--- src/rtl/coeff_load_sequencer.sv ---
// ---------------------------------------------------------------------------
// coeff_load_sequencer
//
// Issues NUM_COEFF single-cycle load strobes into a downstream coefficient
// register file or FIR datapath. Each load waits until the datapath's
// modwait flag is low, and consecutive loads are at least 1+WAIT_MIN cycles
// apart. While a set is in progress, one further request can be queued.
// Abort cancels the current set and any queued request.
//
// Optional feature macro: LOAD_TIMEOUT_EN
//   When it is defined, a modwait that stays high for TIMEOUT_CYCLES
//   consecutive WAIT cycles ends the set. The block returns to IDLE and
//   pulses timeout_err.
//   When it is undefined, no timeout counter is built and timeout_err is
//   always 0.
//
// Ports:
//   clk                  system clock, all logic on the rising edge
//   n_reset              synchronous, active-low reset
//   new_coefficient_set  request to load a full set (level or pulse)
//   modwait              datapath busy; no load is issued while it is high
//   abort                cancel the current sequence and any pending request
//   load_coeff           one-cycle strobe per coefficient
//   coefficient_num      index of the coefficient being loaded (0 when idle)
//   busy                 high in LOAD and WAIT
//   load_done            one-cycle pulse after the final load of a set
//   timeout_err          one-cycle pulse on modwait timeout
// ---------------------------------------------------------------------------
module coeff_load_sequencer #(
    parameter int NUM_COEFF      = 4,
    parameter int IDX_W          = (NUM_COEFF > 1) ? $clog2(NUM_COEFF) : 1,
    parameter int WAIT_MIN       = 1,
    parameter int TIMEOUT_CYCLES = 255
) (
    input  logic             clk,
    input  logic             n_reset,
    input  logic             new_coefficient_set,
    input  logic             modwait,
    input  logic             abort,
    output logic             load_coeff,
    output logic [IDX_W-1:0] coefficient_num,
    output logic             busy,
    output logic             load_done,
    output logic             timeout_err
);

    localparam int               GAP_W    = $clog2(WAIT_MIN + 1);
    localparam logic [IDX_W-1:0] LAST_IDX = IDX_W'(NUM_COEFF - 1);
    localparam logic [GAP_W-1:0] GAP_MIN  = GAP_W'(WAIT_MIN);

    typedef enum logic [1:0] {
        IDLE,
        LOAD,
        WAIT,
        DONE
    } state_t;

    state_t           state, state_next;
    logic [IDX_W-1:0] idx, idx_next;
    logic [GAP_W-1:0] gap_cnt, gap_next;
    logic             pending, pending_next;

`ifdef LOAD_TIMEOUT_EN
    localparam int               TMO_W    = $clog2(TIMEOUT_CYCLES + 1);
    localparam logic [TMO_W-1:0] TMO_LAST = TMO_W'(TIMEOUT_CYCLES - 1);

    logic [TMO_W-1:0] tmo_cnt, tmo_next;
    logic             tmo_err, tmo_err_next;
`endif

    // State register and sequencing counters.
    always_ff @(posedge clk) begin
        if (!n_reset) begin
            state   <= IDLE;
            idx     <= '0;
            gap_cnt <= '0;
            pending <= 1'b0;
`ifdef LOAD_TIMEOUT_EN
            tmo_cnt <= '0;
            tmo_err <= 1'b0;
`endif
        end else begin
            state   <= state_next;
            idx     <= idx_next;
            gap_cnt <= gap_next;
            pending <= pending_next;
`ifdef LOAD_TIMEOUT_EN
            tmo_cnt <= tmo_next;
            tmo_err <= tmo_err_next;
`endif
        end
    end

    // Next-state logic. Abort overrides everything, including any request
    // that arrives in the same cycle.
    always_comb begin
        state_next   = state;
        idx_next     = idx;
        gap_next     = gap_cnt;
        pending_next = pending;
`ifdef LOAD_TIMEOUT_EN
        tmo_next     = tmo_cnt;
        tmo_err_next = 1'b0;
`endif
        if (abort) begin
            state_next   = IDLE;
            idx_next     = '0;
            gap_next     = '0;
            pending_next = 1'b0;
`ifdef LOAD_TIMEOUT_EN
            tmo_next     = '0;
`endif
        end else begin
            case (state)
                IDLE: begin
                    if ((new_coefficient_set || pending) && !modwait) begin
                        state_next   = LOAD;
                        idx_next     = '0;
                        pending_next = 1'b0;
                    end
                end
                LOAD: begin
                    pending_next = pending || new_coefficient_set;
                    if (idx == LAST_IDX) begin
                        state_next = DONE;
                    end else begin
                        state_next = WAIT;
                        gap_next   = GAP_W'(1);
`ifdef LOAD_TIMEOUT_EN
                        tmo_next   = '0;
`endif
                    end
                end
                WAIT: begin
                    pending_next = pending || new_coefficient_set;
                    if (gap_cnt < GAP_MIN) begin
                        gap_next = gap_cnt + GAP_W'(1);
                    end
                    if (gap_cnt >= GAP_MIN && !modwait) begin
                        state_next = LOAD;
                        idx_next   = idx + IDX_W'(1);
                    end
`ifdef LOAD_TIMEOUT_EN
                    // This cycle is the TIMEOUT_CYCLES-th consecutive
                    // busy cycle, so the set is dropped.
                    if (modwait) begin
                        if (tmo_cnt == TMO_LAST) begin
                            state_next   = IDLE;
                            idx_next     = '0;
                            gap_next     = '0;
                            tmo_next     = '0;
                            pending_next = 1'b0;
                            tmo_err_next = 1'b1;
                        end else begin
                            tmo_next = tmo_cnt + TMO_W'(1);
                        end
                    end else begin
                        tmo_next = '0;
                    end
`endif
                end
                DONE: begin
                    pending_next = pending || new_coefficient_set;
                    state_next   = IDLE;
                    idx_next     = '0;
                end
                default: begin
                    state_next = IDLE;
                end
            endcase
        end
    end

    // Moore outputs: all are decoded from registered state.
    assign load_coeff      = (state == LOAD);
    assign coefficient_num = (state == LOAD) ? idx : '0;
    assign busy            = (state == LOAD) || (state == WAIT);
    assign load_done       = (state == DONE);

`ifdef LOAD_TIMEOUT_EN
    assign timeout_err = tmo_err;
`else
    // Always 0. The compare only keeps TIMEOUT_CYCLES referenced in this
    // build.
    assign timeout_err = (TIMEOUT_CYCLES < 0);
`endif

endmodule

--- config.mk ---
export PLATFORM = sky130hd
export DESIGN_NAME = coeff_load_sequencer
export DESIGN_NICKNAME = d
export VERILOG_FILES = /design/src/rtl/coeff_load_sequencer.sv
export SDC_FILE = /design/constraint.sdc
export NUM_CORES = 1
export LEC_CHECK = 0
export CORE_MARGIN = 2
export CORE_UTILIZATION = 35
export CTS_CLUSTER_SIZE = 12
export DETAILED_ROUTE_END_ITERATION = 8
export SLEW_MARGIN = 20
export SYNTH_ARGS = -nofsm -noshare
export SYNTH_HDL_FRONTEND = slang
export SYNTH_SLANG_ARGS = --single-unit
--- constraint.sdc ---
create_clock -name clk -period 2 [get_ports clk]
set_input_delay 0.2 -clock clk [delete_from_list [all_inputs] [get_ports clk]]
set_output_delay 0.2 -clock clk [all_outputs]
set_load 0.02 [all_outputs]
# Word-level counts from Yosys, hierarchy flattened
# Index checks and enable logic that the tools add are counted.
[op_classes]
magnitude_cmp = 2
reduce_logical = 13
add_sub_neg = 2
n_mux = 13
n_bitwise = 1
eq_ne = 8
[ops]
columns = ["operator", "n"]
rows = [
  ["$mux 2", 5],
  ["$ne 2x2->1 const B", 4],
  ["$pmux 2 s4", 1],
  ["$eq 2x2->1 const B", 3],
  ["$pmux 2 s3", 1],
  ["$reduce_and 3->1", 2],
  ["$mux 1", 4],
  ["$pmux 1 s2", 2],
  ["$reduce_bool 3->1", 1],
  ["$reduce_or 3->1", 1],
  ["$add 2x1->2 const B", 1],
  ["$eq 2x1->1 const B", 1],
  ["$logic_and 1x1->1", 2],
  ["$logic_not 2->1", 1],
  ["$logic_or 1x1->1", 2],
  ["$reduce_and 2->1", 1],
  ["$reduce_bool 2->1", 1],
  ["$reduce_or 2->1", 1],
  ["$add 1x1->1 const B", 1],
  ["$ge 1x1->1 const B", 1],
  ["$logic_not 1->1", 1],
  ["$lt 1x1->1 const B", 1],
  ["$not 1->1", 1],
]
[totals]
regBits = 6

# Longest topological paths before layout
[depth]
depth_word = 4
ltp_mapped = 5
ltp_nobuf = 5

# Worst setup path after synthesis
# Ideal clock, no wire load.
[synth_timing]
path_kind = "flip-flop to flip-flop"
startpoint = "register state[0]"
endpoint = "register gap_cnt"
arrival_ps = 1336
n_path_buf = 0
setup_time_ps = 86
synth_period_minus_slack_ps = 1421
path_slack_ps = 579
t_required_ps = 1914
path_stages_with_launch = 6
cell_sequence = "dfxtp_1 -> inv_1 -> ha_1 -> a21boi_0 -> nor2_1 -> a211oi_1"
[synth_between]
elab_chain_cells = 3
[synth_rtl]
columns = ["element", "line", "text"]
rows = [
  ["start: declaration", "58", "state_t state, state_next;"],
  ["start signal: assignment", "83", "state <= state_next;"],
  ["$eq 2x2->1 / $eq 2x1->1 (equally long branches)", "114", "case (state)"],
  ["$ne 2x2->1 (no source line) / $reduce_bool 2->1 (equally long branches)", "-", ""],
  ["$reduce_and 3->1 (no source line)", "-", ""],
  ["end signal: assignment", "85", "gap_cnt <= gap_next;"],
  ["end: declaration", "60", "logic [GAP_W-1:0] gap_cnt, gap_next;"],
]
# Parallel ways exist; a longest one is shown, timed or not.
# A chain may end at the register's enable or synchronous reset.

# Final worst setup path
[layout_timing]
startpoint = "register state[1]"
endpoint = "output port coefficient_num[1]"
[layout_between]
elab_chain_cells = 2
[layout_rtl]
columns = ["element", "line", "text"]
rows = [
  ["$eq 2x1->1", "176", "assign coefficient_num = (state == LOAD) ? idx : '0;"],
  ["$mux 2", "176", ""],
  ["end: declaration", "41", "output logic [IDX_W-1:0] coefficient_num,"],
]
# Every way passes these cells.

==> flow_metrics.env <==
export IMPL_outcome="completed"
export IMPL_wl_cell_um=10.1
export IMPL_end_kind="output pin"
export IMPL_ffs_latches_synth=6
export IMPL_r2r_cells=5
export IMPL_peak_clock_frequency_supported_by_timing_mhz=528
export IMPL_number_of_global_route_vias_before_repair=290
export IMPL_fraction_of_final_layout_cells_with_drive_strength_greater_than_1_pct=8.47
export IMPL_met3_wirelength_um=67
export IMPL_remaining_drc_errors=0
export IMPL_final_period_minus_worst_setup_slack_ps=1890
export IMPL_number_of_primary_i_o_pins=11
export IMPL_htree_levels=1
export IMPL_post_cts_resize_count=0
export IMPL_antenna_violations_before_repair=0
export IMPL_dr_pass1_iters=3
export IMPL_gp_congestion=0.714
export IMPL_wl_um=751
export IMPL_finish_net_count=74
export IMPL_cellLeakagePower_nw=0.225
export IMPL_most_frequent_cell_after_synthesis="sky130_fd_sc_hd__ha_1"
export IMPL_synth_area_per_cell_um2=9.32
export IMPL_buffer_ports_inserted=9
export IMPL_antenna_viol_nets_final=0
export IMPL_detail_route_vias_per_cell=4.65
export IMPL_synth_ff_type="sky130_fd_sc_hd__dfxtp_1"
export IMPL_max_slew_margin_pct=66.0
export IMPL_met1Wirelength_um=344
export IMPL_setup_worst_path_start_class="flip-flop"
export IMPL_initial_utilization_pct=36.5
export IMPL_count_of_pins_over_their_slew_limit=0
export IMPL_synth_top_family_by_area="adder cells"
export IMPL_clk_pin_slew_ps=40
export IMPL_netlist_top_cell_by_area="sky130_fd_sc_hd__dfxtp_1"
export IMPL_timing_worst_setup_path_type="reg2out"
export IMPL_min_path_cells=2
export IMPL_synth_nets=62
export IMPL_postCtsSetupRepairBufs=0
export IMPL_biggest_area_contributors_in_the_synthesized_netlist="sky130_fd_sc_hd__dfxtp_1 (26%), sky130_fd_sc_hd__ha_1 (22%), sky130_fd_sc_hd__mux2i_1 (8.8%)"
export IMPL_fin_crit_sh_pct=94.7
export IMPL_diodes=0
export IMPL_seq_area_frac_synth_pct=26.3
export IMPL_layout_area_seq_um2=120
export IMPL_number_of_distinct_standard_cells_referenced_by_the_synthesized_netlist=21
export IMPL_finalSetupViolations=0
export IMPL_worst_slew_pin_slew_ps=510
export IMPL_synth_top_cells_by_count="sky130_fd_sc_hd__ha_1 (8), sky130_fd_sc_hd__nand2_1 (7), sky130_fd_sc_hd__dfxtp_1 (6)"
export IMPL_synth_warning_count=0
export IMPL_clock_sink_count=6
export IMPL_post_synthesis_adder_cell_area_fraction_pct=21.9
export IMPL_cp_data_required_time_ps=1800
export IMPL_core_region_area_um2=1250
export IMPL_wl_met2_um=339
export IMPL_asyncSetResetFlopFracSynth_pct=0
export IMPL_groute_usage_overall_pct=11.9
export IMPL_synth_edf_count=0
export IMPL_power_density_nw_per_um2=512
export IMPL_cts_bufs_inserted=3
export IMPL_yosys_area_share_xor_xnor_pct=0
export IMPL_vias=344
export IMPL_initialDrtViolationCount=2
export IMPL_setup_repair_after_global_routing_missed_its_margin="no"
export IMPL_grt_remaining_overflow=0
export IMPL_highest_layer="met3"
export IMPL_floorplan_die_area_um2=1610
export IMPL_synthDominantCellAreaShare_pct=26.3
export IMPL_clk_latency_ps=240
export IMPL_synth_instances=49
export IMPL_layoutNonFillerInstCount=74
export IMPL_final_clock_skew_ps=5.15
export IMPL_area_growth_syn_to_layout_pct=26.0
export IMPL_ctsLongestPathBuffers=2
export IMPL_max_cap_violations=0
export IMPL_final_cell_area_um2=576
export IMPL_wire_length_of_the_first_global_routing_pass_um=1190
export IMPL_worst_ir_drop_on_vdd_uv=422
export IMPL_synth_compound_area_share_pct=18.6
export IMPL_cts_tree="yes"
export IMPL_synth_mux_area_share_pct=8.77
export IMPL_detailedPlacementHpwl_um=611
export IMPL_fp_dieW_um=40.1
export IMPL_dp_cells=71
export IMPL_worst_hold_path_type="reg2reg"
export IMPL_cts_hold_buffers_added=0
export IMPL_synth_simple_gate_area_share_pct=19.2
export IMPL_postPlaceCellArea_um2=553
export IMPL_hold_violations=0
export IMPL_layout_filler_cells=113
export IMPL_clock_root_buffer="sky130_fd_sc_hd__clkbuf_4"
export IMPL_die_height_um=40.1
export IMPL_core_rowCount=13
export IMPL_multi_input_area_um2=317
export IMPL_post_synth_instance_area_um2=457
export IMPL_setup_tns_ps=0
export IMPL_worst_endpoint_arrival_ps=1690
export IMPL_grt_start_max_net_pins=9
export IMPL_max_fanout_on_critical_path=5
## critical path, stage by stage (launching register included)
cell and delay [ps]:
sky130_fd_sc_hd__dfxtp_1 400, sky130_fd_sc_hd__inv_1 120, sky130_fd_sc_hd__ha_1 240, sky130_fd_sc_hd__and2_1 170, sky130_fd_sc_hd__clkdlybuf4s50_1 530
## registers in the layout, indices dropped and copies added (netlist names)
signal   flops
pending      1
state        2
gap_cnt      1
idx          2
## final timing paths
check | slack, ps | start | to
setup reg to reg | 550 | state[1]$_SDFFE_PP0P_ | gap_cnt$_SDFFE_PP0P_
hold / removal | 480 | idx[1]$_SDFFE_PP0P_ | idx[1]$_SDFFE_PP0P_
hold reg to reg | 480 | idx[1]$_SDFFE_PP0P_ | idx[1]$_SDFFE_PP0P_
setup / recovery | 110 | state[1]$_SDFFE_PP0P_ | coefficient_num[1]
## layout by cell type (no fill, tap or decap)
cell type and count:
sky130_fd_sc_hd__clkdlybuf4s50_1 9, sky130_fd_sc_hd__ha_1 8, sky130_fd_sc_hd__nand2_1 7, sky130_fd_sc_hd__dfxtp_1 6
sky130_fd_sc_hd__mux2i_1 4, sky130_fd_sc_hd__and2_1 3, sky130_fd_sc_hd__nor2_1 3, sky130_fd_sc_hd__clkbuf_4 3
sky130_fd_sc_hd__inv_1 2, sky130_fd_sc_hd__nand2b_1 2, sky130_fd_sc_hd__a211oi_1 2, sky130_fd_sc_hd__a21boi_0 1
sky130_fd_sc_hd__a21oi_1 1, sky130_fd_sc_hd__nor2b_1 1, sky130_fd_sc_hd__o21ai_0 1, sky130_fd_sc_hd__o21bai_4 1
sky130_fd_sc_hd__a22oi_1 1, sky130_fd_sc_hd__nand3b_1 1, sky130_fd_sc_hd__a221oi_4 1, sky130_fd_sc_hd__nand3_1 1
sky130_fd_sc_hd__conb_1 1
## stage by stage
step                power [mW]  hold slack, ps  worst slack, ps  util [%]
floorplan                0.170             360              579         -
global placement         0.187             474              337      44.2
detailed placement       0.187             473              349      44.2
CTS                      0.303             479             81.5      46.0
global route             0.316             525             2.00      46.0
finish                   0.294             476              105      46.0
## power breakdown
| part | total (mW) | switching (mW) | internal (mW) |
|---|---|---|---|
| combinational | 0.0589 | 0.0282 | 0.0307 |
| sequential | 0.126 | 0.00282 | 0.123 |
| clock | 0.110 | 0.0422 | 0.0678 |
## routing by layer
metal / up-vias / track usage (%)
met1: 150 / 13.0
li1: 185 / -
met5: - / 0
met3: 0 / 10.0
met4: 0 / 0
met2: 9 / 18.5
## cell type report
type	instances	share of cell area, %
Tap cell	15	3.26
Multi-Input combinational cell	39	55.0
Inverter	2	1.30
Timing Repair Buffer	9	15.7
Sequential cell	6	20.9
Clock buffer	3	3.91
## kinds of logic after synthesis
| group | after synthesis |
|---|---|
| multiplexers | 4 |
| other | 1 |
| buffers and inverters | 4 |
| AO/OA/AOI/OAI | 8 |
| AND/OR/NAND/NOR | 18 |
| adder cells (fa/ha/maj) | 8 |
| flip-flops | 6 |
(Power assumes the default switching activity.)
